### config.mk
export PLATFORM = sky130hd
export DESIGN_NAME = sync_fifo_flat
export DESIGN_NICKNAME = d
export VERILOG_FILES = /design/src/rtl/sync_fifo_if.sv /design/src/rtl/sync_fifo.sv /design/src/flat_wrapper.sv
export SDC_FILE = /design/constraint.sdc
export NUM_CORES = 1
export LEC_CHECK = 0
export CELL_PAD_IN_SITES_DETAIL_PLACEMENT = 1
export CELL_PAD_IN_SITES_GLOBAL_PLACEMENT = 1
export CORE_MARGIN = 4
export CORE_UTILIZATION = 55
export DETAILED_ROUTE_END_ITERATION = 16
export HOLD_SLACK_MARGIN = 0.05
export PLACE_DENSITY = 0.88
export SLEW_MARGIN = 5
export SYNTH_ARGS = -nofsm -noshare
export SYNTH_HDL_FRONTEND = slang
export SYNTH_SLANG_ARGS = --single-unit
### constraint.sdc
create_clock -name clk -period 4.25 [get_ports clk]
set_input_delay 0.85 -clock clk [delete_from_list [all_inputs] [get_ports clk]]
set_output_delay 0.85 -clock clk [all_outputs]
set_load 0.01 [all_outputs]
### src/rtl/sync_fifo_if.sv
// Handshake and status bundle between a sync_fifo and its producer/consumer.
// Optional sticky error flags exist only when SYNC_FIFO_ERR_FLAGS_EN is defined.
interface sync_fifo_if #(
   parameter int unsigned DATA_WIDTH = 8
);

   logic                  write_en;
   logic                  read_en;
   logic [DATA_WIDTH-1:0] data_in;
   logic [DATA_WIDTH-1:0] data_out;
   logic                  empty;
   logic                  full;
`ifdef SYNC_FIFO_ERR_FLAGS_EN
   logic                  overflow;
   logic                  underflow;
`endif

`ifdef SYNC_FIFO_ERR_FLAGS_EN
   modport master (
      output write_en, read_en, data_in,
      input  data_out, empty, full, overflow, underflow
   );

   modport slave (
      input  write_en, read_en, data_in,
      output data_out, empty, full, overflow, underflow
   );
`else
   modport master (
      output write_en, read_en, data_in,
      input  data_out, empty, full
   );

   modport slave (
      input  write_en, read_en, data_in,
      output data_out, empty, full
   );
`endif

endinterface

### src/rtl/sync_fifo.sv
// Single-clock FIFO with wrap-bit pointers and a registered read port.
// Define SYNC_FIFO_ERR_FLAGS_EN to add sticky overflow/underflow flags.
module sync_fifo #(
   parameter  int unsigned DATA_WIDTH = 8,
   parameter  int unsigned DEPTH      = 16,
   localparam int unsigned ADDR_WIDTH = $clog2(DEPTH)
) (
   input logic        clk,
   input logic        rst,
   sync_fifo_if.slave bus
);

   localparam int unsigned PTR_WIDTH = ADDR_WIDTH + 1;

   logic [DATA_WIDTH-1:0] mem [DEPTH];
   logic [PTR_WIDTH-1:0]  wptr;
   logic [PTR_WIDTH-1:0]  rptr;
   logic [DATA_WIDTH-1:0] data_out_q;

   logic                  empty_c;
   logic                  full_c;
   logic                  write_ok_c;
   logic                  read_ok_c;
   logic [ADDR_WIDTH-1:0] waddr_c;
   logic [ADDR_WIDTH-1:0] raddr_c;

   // Flags come straight from the registered pointers; the wrap bit separates full from empty.
   always_comb begin
      waddr_c    = wptr[ADDR_WIDTH-1:0];
      raddr_c    = rptr[ADDR_WIDTH-1:0];
      empty_c    = (wptr == rptr);
      full_c     = (waddr_c == raddr_c) && (wptr[ADDR_WIDTH] != rptr[ADDR_WIDTH]);
      write_ok_c = bus.write_en & ~full_c;
      read_ok_c  = bus.read_en  & ~empty_c;
   end

   // Pointer and read-data registers.
   always_ff @(posedge clk) begin
      if (rst) begin
         wptr       <= '0;
         rptr       <= '0;
         data_out_q <= '0;
      end else begin
         if (write_ok_c) begin
            wptr <= wptr + PTR_WIDTH'(1);
         end
         if (read_ok_c) begin
            data_out_q <= mem[raddr_c];
            rptr       <= rptr + PTR_WIDTH'(1);
         end
      end
   end

   // Storage array is intentionally left unreset.
   always_ff @(posedge clk) begin
      if (!rst && write_ok_c) begin
         mem[waddr_c] <= bus.data_in;
      end
   end

   assign bus.data_out = data_out_q;
   assign bus.empty    = empty_c;
   assign bus.full     = full_c;

`ifdef SYNC_FIFO_ERR_FLAGS_EN
   logic overflow_q;
   logic underflow_q;

   // Sticky error flags, cleared only by reset.
   always_ff @(posedge clk) begin
      if (rst) begin
         overflow_q  <= 1'b0;
         underflow_q <= 1'b0;
      end else begin
         if (bus.write_en && full_c) begin
            overflow_q <= 1'b1;
         end
         if (bus.read_en && empty_c) begin
            underflow_q <= 1'b1;
         end
      end
   end

   assign bus.overflow  = overflow_q;
   assign bus.underflow = underflow_q;
`endif

endmodule

### src/flat_wrapper.sv
// flat-port wrapper written by rule: the top's interface ports become plain ports
module sync_fifo_flat 
#(
   parameter  int unsigned DATA_WIDTH = 8,
   parameter  int unsigned DEPTH      = 16,
   localparam int unsigned ADDR_WIDTH = $clog2(DEPTH)
)
  (clk, rst, bus_write_en, bus_read_en, bus_data_in, bus_data_out, bus_empty, bus_full);
  sync_fifo_if #(.DATA_WIDTH(DATA_WIDTH)) bus_i ();
  input logic clk;
  input logic rst;
  input wire logic [$bits(bus_i.write_en)-1:0] bus_write_en;
  input wire logic [$bits(bus_i.read_en)-1:0] bus_read_en;
  input wire logic [$bits(bus_i.data_in)-1:0] bus_data_in;
  output wire logic [$bits(bus_i.data_out)-1:0] bus_data_out;
  output wire logic [$bits(bus_i.empty)-1:0] bus_empty;
  output wire logic [$bits(bus_i.full)-1:0] bus_full;
  assign bus_i.write_en = bus_write_en;
  assign bus_i.read_en = bus_read_en;
  assign bus_i.data_in = bus_data_in;
  assign bus_data_out = bus_i.data_out;
  assign bus_empty = bus_i.empty;
  assign bus_full = bus_i.full;
  sync_fifo #(.DATA_WIDTH(DATA_WIDTH), .DEPTH(DEPTH)) u_core (.clk(clk), .rst(rst), .bus(bus_i));
endmodule
Word-level counts from Yosys, hierarchy flattened

Memory sizes are Yosys's and may differ from the RTL's. A register that Yosys moved wholly into a read port is not among the register bits.
Index checks and enable logic that the tools add are counted.
W data, S select, Z words.

RAM bits: 128
Output and inout port bits: 10
Bits in registers: 10
Memories: 1

Memories:

| memory     | depth | width | rd ports | clocked after memory_dff | wr ports | line            | text |
|---|---|---|---|---|---|---|---|
| u_core.mem | 16    | 8     | 1        | 1                        | 1        | sync_fifo.sv:15 | `logic [DATA_WIDTH-1:0] mem [DEPTH];` |

Reduce and logical (&&, ||, !) cells: 3
Bitwise operators: 4
Mux-type cells: 2
Equal/unequal tests: 3
Add/subtract/negate cells: 2

Operators with widths:

| cell                  | count |
|---|---|
| $add A5 B1 Y5 const B | 2 |
| $eq A5 B5 Y1          | 1 |
| $eq A4 B4 Y1          | 1 |
| $and A1 B1 Y1         | 2 |
| $logic_and A1 B1 Y1   | 2 |
| $mux W1               | 2 |
| $not A1 Y1            | 2 |
| $logic_not A1 Y1      | 1 |
| $ne A1 B1 Y1          | 1 |

Logic depth before layout (Yosys ltp)

Gate-level depths: netlist (run 1).

Word-level depth: 7
Gate-level depth with buffers: 8

Worst setup path before layout (run 1)

Ideal clock, no wire load.

Kind: input to register
From: input port rst
To: memory u_core.mem[10][0] (enable)
Setup slack: 1667 ps
Arrival time: 2185 ps
Cell stages on the path: 3
Library setup time: 398 ps
Path through: clkbuf_1 nand2b_1 nor4b_1

Cells in the longest elaborated chain, start to end: 4

Ends and longest elaborated chain:

| what                          | line               | text |
|---|---|---|
| start, declared               | flat_wrapper.sv:11 | `input logic rst;` |
| $logic_not A1 Y1              | sync_fifo.sv:56    | `if (!rst && write_ok_c) begin` |
| $logic_and A1 B1 Y1           | sync_fifo.sv:56    |  |
| $mux W1                       | sync_fifo.sv:56    |  |
| $mux W1 (not written as such) | sync_fifo.sv:57    | `mem[waddr_c] <= bus.data_in;` |
| end, declared                 | sync_fifo.sv:15    |  |

No other way between the ends.

Worst setup path in the final report (run 1)

From: register u_core.rptr[3]
To: output port bus_empty

Cells in the longest elaborated chain, start to end: 1

Ends and longest elaborated chain:

| what                   | line               | text |
|---|---|---|
| start, declared        | sync_fifo.sv:17    | `logic [PTR_WIDTH-1:0] rptr;` |
| start signal, assigned | sync_fifo.sv:49    | `rptr <= rptr + PTR_WIDTH'(1);` |
| $eq A5 B5 Y1           | sync_fifo.sv:31    | `empty_c = (wptr == rptr);` |
| end, declared          | flat_wrapper.sv:16 | `output wire logic [$bits(bus_i.empty)-1:0] bus_empty;` |

No other way between the ends.

==> results of run 1 <==
registers in the layout (all words and copies together), names as in the netlist:
register             flops
u_core.mem             128
u_core.wptr              5
u_core.bus.data_out      8
u_core.rptr              5
where the power goes:
group / total [uW] / switching [uW] / internal (uW) / leakage, uW
registers: 1610 / 18.8 / 1590 / 0.00130
logic: 395 / 237 / 158 / 0.000575
clock network: 1670 / 595 / 1070 / 0.000311
total: 3670 / 850 / 2820 / 0.00219
through the flow:
step	area (um^2)	total power, uW	utilization, %	instances
floorplan	5916	1870	-	341
global placement	6306	1997	60.54	490
detailed placement	6306	2015	60.54	490
CTS	6959	3684	66.81	522
global route	6959	3789	66.81	522
finish	6959	3672	66.81	522
critical path: cells and delay by family, from the launching register on:
family	cells	cell delay, ns
simple gates	2	0.41
buf+inv	1	0.54
flops	1	0.88
xor+xnor	1	0.22
placed cells by master (no fill, tap or decap), types with 2 or more instances in the layout:
cell | synthesis | routed
sky130_fd_sc_hd__dfxtp_1 | 18 | 16
sky130_fd_sc_hd__mux2_2 | 16 | 16
sky130_fd_sc_hd__or4_1 | 2 | 2
sky130_fd_sc_hd__clkinv_2 | 0 | 3
sky130_fd_sc_hd__dfxtp_2 | 0 | 2
sky130_fd_sc_hd__a21oi_1 | 2 | 2
sky130_fd_sc_hd__edfxtp_1 | 128 | 128
sky130_fd_sc_hd__mux4_2 | 24 | 24
sky130_fd_sc_hd__nor2_1 | 16 | 16
sky130_fd_sc_hd__o22ai_1 | 8 | 8
sky130_fd_sc_hd__nor4_1 | 8 | 8
sky130_fd_sc_hd__clkbuf_16 | 0 | 16
sky130_fd_sc_hd__ha_1 | 5 | 5
sky130_fd_sc_hd__a211oi_2 | 5 | 5
sky130_fd_sc_hd__o211ai_1 | 3 | 3
sky130_fd_sc_hd__nor3_1 | 20 | 20
sky130_fd_sc_hd__clkinvlp_4 | 0 | 3
sky130_fd_sc_hd__nor2b_1 | 10 | 10
sky130_fd_sc_hd__buf_4 | 2 | 15
sky130_fd_sc_hd__nor4b_2 | 0 | 4
sky130_fd_sc_hd__bufinv_16 | 0 | 6
sky130_fd_sc_hd__a211oi_1 | 11 | 11
sky130_fd_sc_hd__o21ai_0 | 3 | 3
sky130_fd_sc_hd__xnor2_1 | 8 | 8
sky130_fd_sc_hd__clkdlybuf4s50_1 | 0 | 21
sky130_fd_sc_hd__nand2b_1 | 5 | 5
sky130_fd_sc_hd__nand3_1 | 3 | 3
sky130_fd_sc_hd__xor2_1 | 3 | 3
sky130_fd_sc_hd__nand2_1 | 6 | 6
sky130_fd_sc_hd__inv_1 | 3 | 3
area by class of cell:
| class | instances | area share, % |
|---|---|---|
| clock buffers | 18 | 6.005 |
| flip-flops and latches | 146 | 60.45 |
| clock inverters | 14 | 3.380 |
| inverters | 3 | 0.1618 |
| well taps | 136 | 2.445 |
| multi-input cells | 169 | 22.92 |
| repair buffers | 36 | 4.639 |
cell families (layout without fill, tap and decap cells):
logic type / count (synthesis) / after routing / synth area share, %
mux: 41 / 41 / 12.35
buf+inv: 26 / 71 / 2.390
compound gates: 35 / 35 / 4.463
flops: 146 / 146 / 71.07
xor+xnor: 11 / 11 / 1.629
simple gates: 77 / 77 / 7.043
fa+ha+maj: 5 / 5 / 1.058
path summary, 6_finish.rpt:
kind,endpoint,start,depth (start not counted)
min reg2reg,u_core.bus.data_out[3]$_SDFFE_PP0P_,u_core.bus.data_out[3]$_SDFFE_PP0P_,2
max reg2reg,u_core.mem[15][7]$_DFFE_PP_,u_core.rptr[3]$_SDFFE_PP0P_,5
max,bus_empty,u_core.rptr[3]$_SDFFE_PP0P_,4
min,u_core.bus.data_out[3]$_SDFFE_PP0P_,u_core.bus.data_out[3]$_SDFFE_PP0P_,2
per-layer routing:
metal	vias to the layer above	global-route usage, %	part of all wire, %
met5	-	0	0
met4	0	9.246	2.8
met3	28	6.957	6.6
met2	147	41.25	50
met1	1747	34.51	41
li1	1427	-	-
==> results.rst, run 1 <==
.. list-table::
   :header-rows: 1

   * - Metric
     - Value
   * - Worst Clk Skew
     - 0.009632 ns
   * - Class of the worst hold path
     - flop to flop
   * - Required time reported for the critical path endpoint
     - 3.40 ns
   * - Total of cells resized after clock tree synthesis
     - 0
   * - Die outline height
     - 111.7 um
   * - CTS tree
     - done
   * - Total leakage power
     - 0.002187 uW
   * - Worst hold margin
     - 0.5058 ns
   * - Post-Syn Nets
     - 358
   * - Clock buffer count from CTS
     - 17
   * - Period minus WS final
     - 3.427 ns
   * - Gate Count Post-Synth
     - 341
   * - Antenna cells
     - 0
   * - Result of the run
     - finished, final reports clean
   * - Die extent in x
     - around 110 um
   * - Slew at the pin with the worst max-slew slack
     - 1.178 ns
   * - Worst IR drop on VDD
     - 0.3030 mV
   * - Most frequent cell after synthesis
     - sky130_fd_sc_hd__edfxtp_1
   * - Worst setup EP type
     - primary output
   * - Cell with the largest stage delay on the worst path
     - sky130_fd_sc_hd__dfxtp_1
   * - Hold buffers post-CTS
     - 0
   * - Mean Syn Cell Area
     - 17.35 um^2
   * - Delay of the slowest critical-path stage
     - 0.88 ns
   * - Minimum setup slack among reg-to-reg paths
     - between 1 and 1.5 ns
   * - Setup CP Type
     - flop to primary output
   * - Critical path peak fanout
     - 20
   * - Register area share after synthesis
     - 71.07%
   * - Fraction of registers with async set or reset after synthesis
     - 0%
   * - Overflow after GRT
     - 0
   * - Global-route wire length before repair
     - 23,320 um
   * - FF+latch area
     - roughly 4200 um^2
   * - Cell taking the most area after synthesis
     - sky130_fd_sc_hd__edfxtp_1
   * - Setup WS pre-CTS
     - 1.129 ns
   * - CTS Root Buffer Type
     - sky130_fd_sc_hd__clkbuf_8
   * - Area added between synthesis and finish
     - 17.64%
   * - Total area of multi-input combinational cells
     - roughly 1600 um^2
   * - Count of distinct cell types in the synthesized netlist
     - 35
   * - Leading cell types by total area after synthesis
     - sky130_fd_sc_hd__edfxtp_1, sky130_fd_sc_hd__mux4_2, sky130_fd_sc_hd__dfxtp_1, sky130_fd_sc_hd__mux2_2, sky130_fd_sc_hd__nor3_1
   * - DR DRC count
     - 0
   * - Layout cell share with drive strength beyond 1
     - 25.65%
   * - Sum Neg Setup Slack
     - 0 ns
   * - Core outline area
     - 10,420 um^2
   * - Highest clock rate
     - between 200 and 300 MHz
   * - IO Pins
     - 22
   * - Vias per cell
     - 6.416
   * - P per Cell Area
     - 527.6 nW/um^2
   * - Estimated wirelength of the detail-placed design
     - 8538 um
   * - Setup repair after global routing missed its margin
     - no
   * - Setup slack after layout
     - 0.8230 ns
   * - Hold Violations, Final
     - 0
   * - Initial core utilization
     - 56.79%
   * - Synthesis Warnings
     - 0
   * - Deepest level of the CTS H-tree
     - 4
   * - Cells along the critical path
     - xnor2_1 -> nand4_2 -> nor2_1 -> clkdlybuf4s50_1
   * - Post-synth design cell area
     - 5916 um^2
   * - # port buffers
     - 21
   * - Count of nets after finishing
     - 390
   * - List of most frequent post-synthesis cells
     - sky130_fd_sc_hd__edfxtp_1, sky130_fd_sc_hd__mux4_2, sky130_fd_sc_hd__nor3_1
   * - Starting DRC count in detailed routing
     - ~330
   * - Worst setup SP type
     - flop
   * - Count of final max-slew check failures
     - 0
   * - Number of fill cells
     - just under 900
   * - Dominant register cell in the synthesized netlist
     - sky130_fd_sc_hd__edfxtp_1
   * - Routed wire length
     - 15,120 um
   * - Initial antenna violation count
     - 0
   * - Final routed wire length divided by cell count
     - 28.97 um
   * - Final critical-path share of the clock period
     - 80.64%
   * - Fraction of post-synthesis cell area in the top cell type by area
     - 64.97%
   * - Worst slew slack as a fraction of its limit
     - about a fifth
   * - Clock Latency Late Sink
     - 0.53 ns
   * - Flip-flop and latch count after synthesis
     - 146
   * - Buffers from clock root to sink, at most
     - 2
   * - Final weighted congestion in routability-driven placement
     - 0.8172
   * - Setup bufs post-CTS
     - 0
   * - Number of maximum-capacitance violations
     - 0
   * - Die area
     - 12,480 um^2
   * - Post-route ant nets
     - 0
   * - CTS sink cnt
     - around 150
   * - Routed vias
     - 3,349
   * - Count of TritonRoute iterations in the first routing pass
     - 5
   * - Row cnt
     - 37
   * - Setup violators final
     - 0
   * - Reg clk slew, reported paths
     - roughly 0.060 ns
   * - Global Route Usage Sum
     - 25.82%
   * - CP arrival
     - 2.58 ns
   * - Largest net degree at the start of global routing
     - 52
   * - Number of enable-type register cells in the synthesized netlist
     - 128
   * - Vias in the first global route
     - 3,630
No activity file was read; power rests on OpenSTA's default activity.
==> run 2, diff against run 1 <==
--- a/config.mk
+++ b/config.mk
@@ -8,10 +8,10 @@
 export CELL_PAD_IN_SITES_DETAIL_PLACEMENT = 1
 export CELL_PAD_IN_SITES_GLOBAL_PLACEMENT = 1
 export CORE_MARGIN = 4
-export CORE_UTILIZATION = 55
+export CORE_UTILIZATION = 47
 export DETAILED_ROUTE_END_ITERATION = 16
 export HOLD_SLACK_MARGIN = 0.05
-export PLACE_DENSITY = 0.88
+export PLACE_DENSITY = 0.81
 export SLEW_MARGIN = 5
 export SYNTH_ARGS = -nofsm -noshare
 export SYNTH_HDL_FRONTEND = slang
==> constraint.sdc (replaced) <==
create_clock -name clk -period 2.85 [get_ports clk]
set_input_delay 0.57 -clock clk [delete_from_list [all_inputs] [get_ports clk]]
set_output_delay 0.57 -clock clk [all_outputs]
set_load 0.01 [all_outputs]
==> results.rst, run 2 (same netlist as run 1, synthesis figures left out) <==
.. list-table::
   :header-rows: 1

   * - Metric
     - Value
   * - Global-route wire length before repair
     - 21,440 um
   * - Deepest level of the CTS H-tree
     - 4
   * - Number of fill cells
     - 1,103
   * - Total area of multi-input combinational cells
     - 1608 um^2
   * - Worst slew slack as a fraction of its limit
     - approximately half
   * - Final weighted congestion in routability-driven placement
     - 0.7983
   * - Estimated wirelength of the detail-placed design
     - about 8600 um
   * - Die outline height
     - roughly 120 um
   * - Worst IR drop on VDD
     - 0.5020 mV
   * - Most congested layer reported by global routing
     - met2
   * - Result of the run
     - finished, final reports clean
   * - Register with the highest flop count
     - u_core.mem
   * - Total non-filler cell area in the finished layout
     - 7083 um^2
   * - FF+latch area
     - about 4200 um^2
   * - Power after layout
     - approximately 5400 uW
   * - DR DRC count
     - 0
   * - Clock Latency Late Sink
     - 0.42 ns
   * - Core utilization of the finished layout
     - 58.24%
   * - Slew at the pin with the worst max-slew slack
     - around 0.73 ns
   * - Required time reported for the critical path endpoint
     - 2.28 ns
   * - Switching part of the total power
     - a little under a quarter
   * - Initial antenna violation count
     - 0
   * - CTS Root Buffer Type
     - sky130_fd_sc_hd__clkbuf_16
   * - Global Route Usage Sum
     - 20.50%
   * - Hold buffers post-CTS
     - 0
   * - CTS tree
     - done
   * - Clock buffer count from CTS
     - 17
   * - CTS sink cnt
     - around 150
   * - Minimum setup slack among reg-to-reg paths
     - 0.66 ns
   * - Worst hold margin
     - slightly below 0.5 ns
   * - Vias per cell
     - roughly 5.7
   * - Total leakage power
     - 0.002239 uW
   * - Worst setup SP type
     - flop
   * - Worst setup path start
     - u_core.wptr[3]$_SDFFE_PP0P_
   * - GR Util met2
     - between 30% and 40%
   * - Commonest non-fill, non-tap cell in the layout
     - sky130_fd_sc_hd__edfxtp_1
   * - Worst Clk Skew
     - 0.004072 ns
   * - # port buffers
     - 21
   * - Antenna cells
     - 0
   * - Die area
     - 14,450 um^2
   * - CP arrival
     - 2.06 ns
   * - Net switching power
     - 1262 uW
   * - P per Cell Area
     - about 760 nW/um^2
   * - Hold Violations, Final
     - 0
   * - Overflow after GRT
     - 0
   * - Core outline area
     - ~12,000 um^2
   * - Flip-flop count of the largest register, all copies and words added
     - 128
   * - Highest clock rate
     - 379.7 MHz
   * - Buffers from clock root to sink, at most
     - 2
   * - Area added between synthesis and finish
     - 19.73%
   * - Clk network pwr share
     - 44.7%
   * - Largest net degree at the start of global routing
     - 35
   * - Starting DRC count in detailed routing
     - 288
   * - Cell internal pwr
     - a little over 4000 uW
   * - Row cnt
     - 40
   * - Vias in the first global route
     - 3,578
   * - Count of final max-slew check failures
     - 0
   * - IO Pins
     - 22
   * - Reg clk slew, reported paths
     - 0.06 ns
   * - Die extent in x
     - 120.2 um
   * - Period minus WS final
     - 2.633 ns
   * - Critical path peak fanout
     - 17
   * - Count of nets after finishing
     - 400
   * - Setup CP Type
     - flop to primary output
   * - Register share of total power
     - around 45%
   * - Post-route ant nets
     - 0
   * - Layout cell share with drive strength beyond 1
     - 28.54%
   * - Count of TritonRoute iterations in the first routing pass
     - 5
   * - Critical Path End
     - bus_empty
   * - R2R cell count
     - 5
   * - Routed wire length
     - 13,680 um
   * - Setup violators final
     - 0
   * - GRT met1 Usage
     - 26.66%
   * - Setup repair after global routing missed its margin
     - no
   * - Final critical-path share of the clock period
     - 92.40%
   * - Class of the worst hold path
     - flop to flop
   * - Sum Neg Setup Slack
     - 0 ns
   * - Met3 Track Usage GR
     - 4.022%
   * - Routed vias
     - between 3,000 and 4,000
   * - Worst setup EP type
     - primary output
   * - RR Startpoint
     - u_core.rptr[1]$_SDFFE_PP0P_
   * - Number of maximum-capacitance violations
     - 0
   * - Most frequent cells in the layout
     - sky130_fd_sc_hd__edfxtp_1, sky130_fd_sc_hd__buf_4, sky130_fd_sc_hd__mux4_2
   * - Post-DP Area
     - roughly 6400 um^2
   * - Gate power share
     - approximately a tenth
   * - Reg-to-reg endpoint
     - u_core.bus.data_out[6]$_SDFFE_PP0P_
   * - Final routed wire length divided by cell count
     - 24.25 um
   * - Initial core utilization
     - roughly half
==> run 2: through the flow <==
step                      setup WS (ns)  std cells
after floorplan                  0.4243        341
after global placement           0.5636        532
after detailed placement         0.4793        532
after CTS                       0.01569        564
after global routing            0.09778        564
final                            0.2166        564
==> run 2: worst max-delay path: stages, from the launching register on <==
cell and delay (ns):
sky130_fd_sc_hd__dfxtp_2 0.55, sky130_fd_sc_hd__xnor2_1 0.19, sky130_fd_sc_hd__nand4_2 0.23, sky130_fd_sc_hd__nor2_1 0.14, sky130_fd_sc_hd__clkdlybuf4s50_1 0.55
==> run 2: worst min path at each step <==
stage	start	endpoint	slack, ns	cells past startpoint
4_1_cts	u_core.bus.data_out[2]$_SDFFE_PP0P_	u_core.bus.data_out[2]$_SDFFE_PP0P_	0.50	2
3_5_place_dp	u_core.bus.data_out[2]$_SDFFE_PP0P_	u_core.bus.data_out[2]$_SDFFE_PP0P_	0.48	2
6_report	u_core.bus.data_out[2]$_SDFFE_PP0P_	u_core.bus.data_out[2]$_SDFFE_PP0P_	0.49	2
3_3_place_gp	u_core.bus.data_out[5]$_SDFFE_PP0P_	u_core.bus.data_out[5]$_SDFFE_PP0P_	0.48	2
2_1_floorplan	u_core.rptr[4]$_SDFFE_PP0P_	u_core.rptr[4]$_SDFFE_PP0P_	0.49	2
5_1_grt	u_core.bus.data_out[3]$_SDFFE_PP0P_	u_core.bus.data_out[3]$_SDFFE_PP0P_	0.54	2
==> run 2: power by group through the flow <==
stage / combinational, uW / sequential [uW] / clock, uW
after CTS: 573 / 2400 / 2440
after floorplan: 334 / 2450 / 0
after global placement: 546 / 2440 / 0
after detailed placement: 565 / 2450 / 0
after global routing: 614 / 2410 / 2570
final: 566 / 2400 / 2400
==> run 2: routing by layer <==
metal | share of wire (%) | up-vias
li1 | - | 1440
met1 | 41 | 1673
met2 | 51 | 87
met3 | 4.3 | 28
met4 | 2.9 | 0
met5 | 0 | -
==> run 2: area by class of cell <==
cell class / count / share of cell area, %
Clock inverter: 15 / 3.144
Timing Repair Buffer: 46 / 5.617
Tap cell: 168 / 2.968
Sequential cell: 146 / 59.41
Inverter: 3 / 0.1590
Clock buffer: 17 / 6.006
Multi-Input combinational cell: 169 / 22.70
==> run 2: timing repair <==
action | 4_1_cts | 5_1_grt
endpoints found under the hold margin | 0 | 0
endpoints found under the setup margin | 0 | 2
buffers inserted | 0 | 0
resized for setup | 0 | 1
==> run 3, diff against run 2 <==
--- a/config.mk
+++ b/config.mk
@@ -12,7 +12,7 @@
 export DETAILED_ROUTE_END_ITERATION = 16
 export HOLD_SLACK_MARGIN = 0.05
 export PLACE_DENSITY = 0.81
-export SLEW_MARGIN = 5
+export SLEW_MARGIN = 30
 export SYNTH_ARGS = -nofsm -noshare
 export SYNTH_HDL_FRONTEND = slang
 export SYNTH_SLANG_ARGS = --single-unit
==> constraint.sdc (replaced) <==
create_clock -name clk -period 2.85 [get_ports clk]
set_input_delay 0.57 -clock clk [delete_from_list [all_inputs] [get_ports clk]]
set_output_delay 0.57 -clock clk [all_outputs]
set_load 0.05 [all_outputs]
==> results.rst, run 3 (same netlist as run 1, synthesis figures left out) <==
.. list-table::
   :header-rows: 1

   * - Metric
     - Value
   * - Worst slew slack as a fraction of its limit
     - 49.09%
   * - Count of TritonRoute iterations in the first routing pass
     - 5
   * - FF+latch area
     - 4207 um^2
   * - Largest net degree at the start of global routing
     - 31
   * - Critical path peak fanout
     - 17
   * - Reg clk slew, reported paths
     - ~0.060 ns
   * - Vias per cell
     - 5.906
   * - Hold buffers post-CTS
     - 0
   * - Final weighted congestion in routability-driven placement
     - approximately 0.77
   * - Slew at the pin with the worst max-slew slack
     - 0.7612 ns
   * - Overflow after GRT
     - 0
   * - Row cnt
     - 40
   * - Worst IR drop on VDD
     - 0.3885 mV
   * - Number of maximum-capacitance violations
     - 0
   * - Setup repair after global routing missed its margin
     - no
   * - Estimated wirelength of the detail-placed design
     - 8728 um
   * - Worst Clk Skew
     - ~0.0053 ns
   * - Layout cell share with drive strength beyond 1
     - 28.10%
   * - Commonest non-fill, non-tap cell in the layout
     - sky130_fd_sc_hd__edfxtp_1
   * - Class of the worst hold path
     - flop to flop
   * - Vias in the first global route
     - 3,644
   * - Minimum setup slack among reg-to-reg paths
     - 0.40 ns
   * - Setup bufs post-CTS
     - 0
   * - Worst setup EP type
     - primary output
   * - Count of nets after finishing
     - 400
   * - Delay of the slowest critical-path stage
     - between 0.7 and 0.8 ns
   * - Initial core utilization
     - 48.64%
   * - Register with the highest flop count
     - u_core.mem
   * - Flip-flop count of the largest register, all copies and words added
     - 128
   * - Core outline area
     - 12,160 um^2
   * - Die extent in x
     - 120.2 um
   * - Setup WS pre-CTS
     - 0.4531 ns
   * - Hold Violations, Final
     - 0
   * - P per Cell Area
     - approximately 770 nW/um^2
   * - Setup CP Type
     - flop to primary output
   * - Global-route wire length before repair
     - 22,530 um
   * - Global Route Usage Sum
     - about 22%
   * - CTS Root Buffer Type
     - sky130_fd_sc_hd__clkbuf_16
   * - Setup violators final
     - 0
   * - Clock Latency Late Sink
     - roughly 0.42 ns
   * - Die outline height
     - 120.2 um
   * - Die area
     - 14,450 um^2
   * - Starting DRC count in detailed routing
     - about 380
   * - Result of the run
     - finished, final reports clean
   * - Worst setup SP type
     - flop
   * - Antenna cells
     - 0
   * - Initial antenna violation count
     - 0
   * - Deepest level of the CTS H-tree
     - 4
   * - Total of cells resized after clock tree synthesis
     - 0
   * - Cells along the critical path
     - xnor2_1 -> nand4_2 -> nor2_1 -> buf_12
   * - Sum Neg Setup Slack
     - 0 ns
   * - Count of final max-slew check failures
     - 0
   * - Total area of multi-input combinational cells
     - 1608 um^2
   * - Final critical-path share of the clock period
     - 92.71%
   * - Most frequent cells in the layout
     - sky130_fd_sc_hd__edfxtp_1, sky130_fd_sc_hd__mux4_2, sky130_fd_sc_hd__buf_4
   * - DR DRC count
     - 0
   * - Post-route ant nets
     - 0
   * - Period minus WS final
     - 2.642 ns
   * - Setup slack after layout
     - roughly 0.21 ns
   * - CTS tree
     - done
   * - # port buffers
     - 21
   * - Total leakage power
     - between 0.002 and 0.0025 uW
   * - Highest clock rate
     - 378.5 MHz
   * - Area added between synthesis and finish
     - 20.30%
   * - Buffers from clock root to sink, at most
     - 2
   * - IO Pins
     - 22
   * - Routed vias
     - around 3,300
   * - Cell with the largest stage delay on the worst path
     - sky130_fd_sc_hd__dfxtp_1
   * - CP arrival
     - 2.07 ns
   * - Power after layout
     - 5504 uW
   * - Worst Path Buf+Inv
     - 1
   * - Routed wire length
     - 14,320 um
   * - Top delay family on crit path
     - flip-flops
   * - Required time reported for the critical path endpoint
     - 2.28 ns
   * - Final routed wire length divided by cell count
     - 25.44 um
   * - Clock buffer count from CTS
     - 17
   * - Number of fill cells
     - between 1,000 and 1,500
   * - CTS sink cnt
     - around 150
-- run 3: cell count changes in the layout (fill, tap and decap cells not counted), sizes merged --
cell and change:
clkinv +1, clkdlybuf4s50 -2, clkinvlp +2, bufinv +1
inv -5, buf +2
-- run 3: path summary, 6_finish.rpt --
| path | from | endpoint | cells past startpoint |
|---|---|---|---|
| worst max-delay path | u_core.wptr[3]$_SDFFE_PP0P_ | bus_full | 4 |
| worst min register to register | u_core.bus.data_out[6]$_SDFFE_PP0P_ | u_core.bus.data_out[6]$_SDFFE_PP0P_ | 2 |
| worst max register to register | u_core.wptr[3]$_SDFFE_PP0P_ | u_core.mem[2][7]$_DFFE_PP_ | 6 |
| worst min-delay path | u_core.bus.data_out[6]$_SDFFE_PP0P_ | u_core.bus.data_out[6]$_SDFFE_PP0P_ | 2 |
-- run 3: cell type report --
| type | count | area share [%] |
|---|---|---|
| multi-input combinational | 169 | 22.59 |
| tap | 168 | 2.954 |
| clock buffer | 17 | 5.977 |
| clock inverter | 14 | 2.989 |
| timing repair buffer | 46 | 6.224 |
| sequential | 146 | 59.11 |
| inverter | 3 | 0.1582 |
-- run 3: per-stage QoR --
| step | instance area [um^2] | std cells | hold WS [ns] | util, % |
|---|---|---|---|---|
| after CTS | 7117 | 563 | 0.5036 | 58.52 |
| after global routing | 7117 | 563 | 0.5272 | 58.52 |
| after global placement | 6479 | 532 | 0.4830 | 53.27 |
| after floorplan | 5916 | 341 | 0.4947 | - |
| after detailed placement | 6479 | 532 | 0.4914 | 53.27 |
| final | 7117 | 563 | 0.5002 | 58.52 |
-- run 3: worst min-delay path: cells and delay by family, from the launching register on --
family,cells,cell delay (ns)
DFF,1,0.31
and+or+nand+nor,2,0.15
-- run 3: power breakdown --
part	switching (uW)	internal, uW
clock	853	1540
combinational	445	259
sequential	28.8	2370
total	1330	4180
-- run 3: per-layer routing --
layer	track usage, %	part of all wire (%)
met1	29.86	43
met2	33.37	49
met3	5.239	6.1
met4	8.160	2.2
met5	0	0
